==> src/rtl/johnson_pkg.sv <==
// Shared constants and lock-state encoding for the Johnson code decoder.
// Imported by the phase decoder and the tracking top level.
package johnson_pkg;

    localparam int DEF_WIDTH      = 4;
    localparam int DEF_LOCK_COUNT = 4;

    typedef enum logic [1:0] {
        ST_UNLOCKED = 2'd0,
        ST_ACQUIRE  = 2'd1,
        ST_LOCKED   = 2'd2
    } lock_state_e;

endpackage

==> src/rtl/johnson_phase_decode.sv <==
// Combinational Johnson code classifier: reports whether a sample is one of the
// 2*WIDTH legal codes and, if so, which phase it represents.
module johnson_phase_decode
    import johnson_pkg::*;
#(
    parameter int WIDTH = DEF_WIDTH
) (
    input  logic [WIDTH-1:0]              code,
    output logic                          legal,
    output logic [$clog2(2*WIDTH)-1:0]    phase
);

    localparam int PW = $clog2(2*WIDTH);
    localparam logic [WIDTH-1:0] ONE = {{(WIDTH-1){1'b0}}, 1'b1};

    logic [WIDTH-1:0] inv;
    int               ones;

    always_comb begin
        inv  = ~code;
        ones = 0;
        for (int i = 0; i < WIDTH; i++) begin
            if (code[i]) ones++;
        end

        // Legal codes are a run of ones anchored at the MSB, or a run anchored at the LSB.
        if (code[WIDTH-1]) begin
            legal = ((inv & (inv + ONE)) == '0);
        end else begin
            legal = ((code & (code + ONE)) == '0);
        end

        if (code[WIDTH-1] || (code == '0)) begin
            phase = PW'(ones);
        end else begin
            phase = PW'(2*WIDTH - ones);
        end
    end

endmodule

==> src/rtl/johnson_decoder.sv <==
// Johnson counter phase tracker: decodes each sample, classifies it against the
// previous phase, and runs an UNLOCKED/ACQUIRE/LOCKED lock state machine.
module johnson_decoder
    import johnson_pkg::*;
#(
    parameter int WIDTH      = DEF_WIDTH,
    parameter int LOCK_COUNT = DEF_LOCK_COUNT
) (
    input  logic                          clk,
    input  logic                          reset,
    input  logic [WIDTH-1:0]              code_in,
    input  logic                          code_valid,
    output logic [$clog2(2*WIDTH)-1:0]    phase,
    output logic                          phase_valid,
    output logic                          illegal_code,
    output logic                          seq_error,
    output logic                          stall,
    output logic                          locked,
    output logic [7:0]                    err_count
);

    localparam int PW  = $clog2(2*WIDTH);
    localparam int NPH = 2*WIDTH;
    localparam int CW  = $clog2(LOCK_COUNT+1);

    lock_state_e    state_q, state_d;
    logic [PW-1:0]  prev_q, prev_d;
    logic [CW-1:0]  step_q, step_d;
    logic [PW-1:0]  phase_q, phase_d;
    logic           phase_valid_q, phase_valid_d;
    logic           illegal_q, illegal_d;
    logic           seq_err_q, seq_err_d;
    logic           stall_q, stall_d;
    logic           locked_q, locked_d;
    logic [7:0]     err_q, err_d;

    logic           dec_legal;
    logic [PW-1:0]  dec_phase;
    logic [PW-1:0]  exp_phase;
    logic [CW-1:0]  step_inc;
    logic           is_step;
    logic           is_rep;

    function automatic logic [7:0] sat_inc(input logic [7:0] v);
        return (v == 8'hFF) ? v : v + 8'd1;
    endfunction

    johnson_phase_decode #(
        .WIDTH (WIDTH)
    ) u_decode (
        .code  (code_in),
        .legal (dec_legal),
        .phase (dec_phase)
    );

    // Explicit wrap keeps the increment modulo 2*WIDTH even when that is not a power of two.
    assign exp_phase = (prev_q == PW'(NPH-1)) ? '0 : prev_q + PW'(1);
    assign step_inc  = step_q + CW'(1);
    assign is_step   = (dec_phase == exp_phase);
    assign is_rep    = (dec_phase == prev_q);

    always_comb begin
        state_d       = state_q;
        prev_d        = prev_q;
        step_d        = step_q;
        phase_d       = phase_q;
        err_d         = err_q;
        phase_valid_d = 1'b0;
        illegal_d     = 1'b0;
        seq_err_d     = 1'b0;
        stall_d       = 1'b0;

        if (code_valid) begin
            if (!dec_legal) begin
                illegal_d = 1'b1;
                err_d     = sat_inc(err_q);
                state_d   = ST_UNLOCKED;
            end else begin
                phase_valid_d = 1'b1;
                phase_d       = dec_phase;
                case (state_q)
                    ST_ACQUIRE, ST_LOCKED: begin
                        if (is_rep) begin
                            stall_d = 1'b1;
                        end else if (is_step) begin
                            prev_d = dec_phase;
                            if (state_q == ST_ACQUIRE) begin
                                step_d = step_inc;
                                if (step_inc >= CW'(LOCK_COUNT)) state_d = ST_LOCKED;
                            end
                        end else begin
                            seq_err_d = 1'b1;
                            err_d     = sat_inc(err_q);
                            prev_d    = dec_phase;
                            step_d    = '0;
                            state_d   = ST_ACQUIRE;
                        end
                    end
                    default: begin
                        // First legal sample only establishes the reference phase.
                        prev_d  = dec_phase;
                        step_d  = '0;
                        state_d = ST_ACQUIRE;
                    end
                endcase
            end
        end

        locked_d = (state_d == ST_LOCKED);
    end

    always_ff @(posedge clk) begin
        if (reset) begin
            state_q       <= ST_UNLOCKED;
            prev_q        <= '0;
            step_q        <= '0;
            phase_q       <= '0;
            phase_valid_q <= 1'b0;
            illegal_q     <= 1'b0;
            seq_err_q     <= 1'b0;
            stall_q       <= 1'b0;
            locked_q      <= 1'b0;
            err_q         <= '0;
        end else begin
            state_q       <= state_d;
            prev_q        <= prev_d;
            step_q        <= step_d;
            phase_q       <= phase_d;
            phase_valid_q <= phase_valid_d;
            illegal_q     <= illegal_d;
            seq_err_q     <= seq_err_d;
            stall_q       <= stall_d;
            locked_q      <= locked_d;
            err_q         <= err_d;
        end
    end

    assign phase        = phase_q;
    assign phase_valid  = phase_valid_q;
    assign illegal_code = illegal_q;
    assign seq_error    = seq_err_q;
    assign stall        = stall_q;
    assign locked       = locked_q;
    assign err_count    = err_q;

endmodule

==> config.mk <==
export PLATFORM = sky130hd
export DESIGN_NAME = johnson_decoder
export DESIGN_NICKNAME = d
export VERILOG_FILES = /design/src/rtl/johnson_pkg.sv /design/src/rtl/johnson_phase_decode.sv /design/src/rtl/johnson_decoder.sv
export SDC_FILE = /design/constraint.sdc
export NUM_CORES = 1
export LEC_CHECK = 0
export ABC_CLOCK_PERIOD_IN_PS = 6700
export CAP_MARGIN = 20
export CORE_MARGIN = 3
export CORE_UTILIZATION = 58
export CTS_CLUSTER_DIAMETER = 200
export CTS_CLUSTER_SIZE = 24
export DETAILED_ROUTE_END_ITERATION = 16
export PLACE_DENSITY = 0.89
export SYNTH_ARGS = -nofsm -noshare
export SYNTH_HDL_FRONTEND = slang
export SYNTH_SLANG_ARGS = --single-unit
==> constraint.sdc <==
create_clock -name clk -period 6.7 [get_ports clk]
set_input_delay 2.01 -clock clk [delete_from_list [all_inputs] [get_ports clk]]
set_output_delay 2.01 -clock clk [all_outputs]
set_load 0.02 [all_outputs]
-- Word-level counts from Yosys, hierarchy flattened
Index checks and enable logic that the tools add are counted.
- register bits: 24
- bits of input ports: 7
- output and inout bits: 16
- logic and storage cells: 79
- add/sub/neg operators: 9
- order comparisons: 1
- equality and inequality tests: 12
- mux-type cells: 29
- bitwise operators: 6
- reduce and logical (&&, ||, !) cells: 12
- operators with widths (operator ; count):
    8-bit two-way mux ; 5
    3-bit two-way mux ; 10
    2-bit two-way mux ; 8
    4-bit zero test ; 3
    4-bit by 1-bit adder with 4-bit output, second input constant ; 2
    8-bit by 1-bit adder with 8-bit output, second input constant ; 1
    4-bit bitwise AND ; 2
    8-bit equality test, second input constant ; 1
    4-bit AND reduction ; 2
    3-bit by 1-bit adder with 3-bit output, second input constant ; 2
    3-bit equality test ; 2
    1-bit two-way mux ; 6
    2-bit inequality test, second input constant ; 3
    5-bit OR reduction ; 1
    2-bit equality test, second input constant ; 2
    4-bit NOT ; 1
    2-bit OR reduction ; 2
    4-bit OR reduction ; 1
    2-bit by 1-bit adder with 3-bit output, second input constant ; 1
    3-bit by 2-bit adder with 3-bit output, second input constant ; 1
    3-bit equality test, second input constant ; 1
    3-bit greater-or-equal comparator, second input constant ; 1
    3-bit inequality test, second input constant ; 1
    1-bit NOT ; 3
    7 further kinds ; 7

-- Longest topological paths before layout
- depth in word-level cells: 16
- mapped depth: 16
- gate-level depth less buffers: 13

-- Hierarchy
A second synthesis with hierarchy kept.
- cells, all modules: 158
- area total of the unflattened synthesis: 1385.1 um^2
- by module, submodules not included (module ; instances ; cells an instance ; area each (um^2) ; seq. area each (um^2)):
    johnson_decoder ; 1 ; 124 ; 1117.3 ; 480.5
    johnson_phase_decode ; 1 ; 34 ; 267.8 ; 0.0

-- Worst setup path after synthesis
No wires, ideal clock.
- path kind: input to register
- start: input port code_in[0]
- end: register err_q[3] (netlist: err_count[3])
- library setup time: 0.121 ns
- data arrival time: 4.931 ns
- data required time: 6.579 ns
- setup slack: 1.648 ns
- cell stages on the path: 16
- path buffers: 3
- cells stage by stage: inv_1 -> ha_1 -> buf_6 -> buf_4 -> xnor2_2 -> xnor2_1 -> inv_1 -> ha_1 -> or3_1 -> a21o_1 -> a31o_2 -> nand4_2 -> a31oi_2 -> buf_6 -> nor3b_1 -> mux2_2
- cells in the longest elaborated chain, start to end: 12
- elaborated cells on any way between the ends: 26
- classes of those cells: 6 x add/sub; 5 x eq/ne; 7 x mux; 3 x bitwise; 5 x reduce/logical
- RTL lines (item ; RTL line ; text):
    from (decl) ; johnson_decoder.sv:11 ; input logic [WIDTH-1:0] code_in,
    1-bit two-way mux ; johnson_phase_decode.sv:23 ; if (code[i]) ones++;
    1-bit by 1-bit adder with 2-bit output ; johnson_phase_decode.sv:23 ;
    2-bit two-way mux ; johnson_phase_decode.sv:23 ;
    2-bit by 1-bit adder with 3-bit output ; johnson_phase_decode.sv:23 ;
    3-bit two-way mux ; johnson_phase_decode.sv:23 ;
    3-bit by 2-bit adder with 3-bit output ; johnson_phase_decode.sv:23 ;
    3-bit two-way mux ; johnson_phase_decode.sv:23 ;
    1-bit by 3-bit subtractor with 3-bit output ; johnson_phase_decode.sv:36 ; phase = PW'(2*WIDTH - ones);
    3-bit two-way mux ; johnson_phase_decode.sv:33 ; if (code[WIDTH-1] || (code == '0)) begin
    3-bit equality test, on equally long branches ; johnson_decoder.sv:60, johnson_decoder.sv:59 ;
    2-bit inequality test (no line) ; - ;
    4-bit AND reduction (no line) ; - ;
    to (signal assigned) ; johnson_decoder.sv:134 ; err_q <= err_d;
    to (decl) ; johnson_decoder.sv:35 ; logic [7:0] err_q, err_d;
Several ways; a longest one is shown, not always the timed one.
A chain may end at the register's enable or synchronous reset.

-- Worst setup path in the final report
- start: input port code_in[0]
- end: register err_q[0] (netlist: err_count[0])
Same word-level chain as after synthesis.

==> flow_summary.yaml <==
logic_synthesis:
  synth_cell_types: 52
  netlist_area_um2: 1650
  synth_cells: 191
  synth_seq_cells: 24
  synth_area_leaders: "dfxtp_1 29%, ha_1 9.1%, a21oi_1 5.5%"
  synth_common_cells: "24 x dfxtp_1, 18 x a21oi_1, 16 x nor2_1"
  ys.flop_type: "dfxtp_1"
  yosysMostFrequentCell: "dfxtp_1"
  avgSynthCellArea_um2: 8.62
  async_flop_share: 0
  yosysSeqAreaShare: 0.292
  yosys_warnings: 0
  synth_edf_count: 0
  yosys.area.top_type_share: 0.292
  synth_area_leader_cell: "dfxtp_1"
  syn_nets: 210
setup_path:
  r2r_end: "err_count[0]"
  rr_startpoint: "prev_q[0]"
  crit_required_ns: 6.92
  start_kind: "primary input"
  critPathMaxFanout: 16
  crit_buf_inv: 3
  worst_path_max_delay_cell: "ha_1"
  critical_path.max_stage_delay_ns: 0.64
  startpoint: "code_in[0]"
  critPathCaptureType: "register"
  rrSetupSlack_ns: 3.76
  critical_path_depth: 14
  crit_chain: "clkdlybuf4s50_1 > inv_1 > ha_1 > xnor2_2 > xnor2_1 > inv_1 > ha_1 > and3_1 > o21ai_0 > a31o_2 > nand4_2 > a31oi_2 > and2b_1 > mux2_2"
  cp_top_family: "compound AO/OA/AOI/OAI gates"
  ff2ff_path_depth: 6
  crit_end: "err_count[0]"
  path_class: "primary input to register"
  cp.arrival_ns: 6.10
hold_path:
  hold_class: "register to register"
  worstHoldStart: "phase[2]"
die:
  die_w_um: 59.3
  fp.coreArea_um2: 2590
  initial_utilization: 0.636
  io_pins: 23
  num_rows: 18
  die_area_um2: 3510
  die_y_um: 59.3
drt:
  dr.pass1.iters: 6
  route.final.wire_length_um: 3590
  post_drt_wl_per_cell_um: 15.1
  vias: 1469
  ant_nets: 0
  route.detailed.drc: 0
  vias_per_cell: 6.17
  drt_iter0_markers: 92
finish:
  area_growth_syn_to_layout_pct: 14.5
  nets: 228
  drive_above_1_share: 0.0673
  antennaDiodeCount: 0
sta:
  finalSetupViolCount: 0
  tightest_slew_ns: 0.815
  grt_setup_unrepaired: "no"
  setup_ws_ns: 0.821
  slew_violations: 0
  hold_ws_ns: 0.471
  tns_ns: 0
  fmax_ghz: 0.170
  fin_crit_ns: 5.88
  hold_viol: 0
  finalCritPeriodShare: 0.878
  slew_headroom: 0.455
  skew_ns: 0.00241
clock_network:
  hold_buffers: 0
  cts_buffers: 3
  clkSinkCount: 24
  cts_tree: "yes"
  clock-root-buffer: "clkbuf_4"
  clk_pin_slew_ns: 0.13
  h-tree-depth: 1
  post_cts_resized: 0
  cts_setup_buffers: 0
  cts_buffer_depth: 2
  clk_latency_ns: 0.32
job:
  cap_violations: 0
global_routing:
  grt_usage: 0.214
  gr-total-overflow: 0
  grt_max_degree: 25
  antenna_found_initial: 0
  grt_pass1_vias: 1352
  grt_pass1_wl_um: 5880
place:
  port_buffers: 22
  gp_congestion: 0.928
  place_ws_ns: 0.555
  dp_hpwl_um: 2730
power:
  p_per_area_nw_per_um2: 180
  fin_total_pwr_mw: 0.340
  p_leak_nw: 0.731
  vdd_drop_max_uv: 150
status:
  status: "finished, final reports clean"
==> worst min path at each step <==
stage	endpoint	slack, ns	cells past startpoint
3_5_place_dp	phase[2]	0.46	2
5_1_grt	phase[2]	0.49	2
6_report	phase[2]	0.47	2
4_1_cts	phase[2]	0.47	2
3_3_place_gp	phase[1]	0.45	2
2_1_floorplan	step_q[1]	0.45	2
==> sequential cells by signal, indices dropped and copies added (netlist names) <==
register	flops
prev_q	3
state_q	2
illegal_code	1
step_q	3
err_count	8
phase_valid	1
phase	3
locked	1
seq_error	1
stall	1
==> report_power, final <==
group | internal, mW | switching (mW)
clock network | 0.0332 | 0.0434
logic | 0.0493 | 0.0603
registers | 0.148 | 0.00536
total | 0.231 | 0.109
==> stage by stage <==
stage / cell area, um2 / instances / utilization
6_report: 1890 / 238 / 0.728
3_5_place_dp: 1850 / 234 / 0.714
4_1_cts: 1890 / 238 / 0.728
2_1_floorplan: 1650 / 191 / -
3_3_place_gp: 1850 / 234 / 0.714
5_1_grt: 1890 / 238 / 0.728
==> cells by family (layout without fill, tap and decap cells) <==
kind of cell | after synthesis | in the layout | synth area share
XOR/XNOR | 7 | 7 | 0.0600
AND/OR/NAND/NOR | 77 | 77 | 0.264
buffers and inverters | 16 | 33 | 0.0494
flip-flops | 24 | 24 | 0.292
adder cells (fa/ha/maj) | 12 | 12 | 0.0912
multiplexers | 7 | 7 | 0.0517
AO/OA/AOI/OAI | 48 | 48 | 0.192
==> metal layers <==
layer	share of wire	global-route usage
met5	0	0
met4	0.019	0.0809
met3	0.059	0.0501
met2	0.50	0.365
met1	0.42	0.259
==> cell type report <==
type                            count  area (um2)
Inverter                            7        26.3
Timing Repair Buffer               22         220
Tap cell                           30        37.5
Fill cell                         200         704
Clock buffer                        4        36.3
Sequential cell                    24         480
Multi-Input combinational cell    151        1080
==> cell usage in the layout, fill, tap and decap left out, types with 2 or more instances in the layout <==
| cell | count |
|---|---|
| a211oi_1 | 4 |
| xor3_1 | 2 |
| nor4b_1 | 2 |
| nand4_1 | 4 |
| mux2i_1 | 4 |
| nand2b_1 | 6 |
| a31o_2 | 2 |
| inv_1 | 7 |
| xnor2_1 | 3 |
| dfxtp_1 | 24 |
| nand2_1 | 15 |
| and3_1 | 4 |
| nand3_1 | 5 |
| o21a_1 | 3 |
| or4_1 | 4 |
| mux2_2 | 2 |
| a21oi_1 | 18 |
| o31ai_1 | 4 |
| nor2b_1 | 6 |
| ha_1 | 12 |
| nor2_1 | 16 |
| clkdlybuf4s50_1 | 22 |
| or3_1 | 2 |
| o21ai_0 | 8 |
| nor4bb_1 | 2 |
| clkbuf_4 | 3 |
==> worst reg2reg max path, delay by kind of cell (launching register included) <==
kind	cells	cell delay, ns
and+or+nand+nor	2	0.54
AOI/OAI and AO/OA	2	0.97
xor gates and xnor gates	1	0.53
muxes	1	0.27
DFF	1	0.54
No activity file was read; power rests on OpenSTA's default activity.
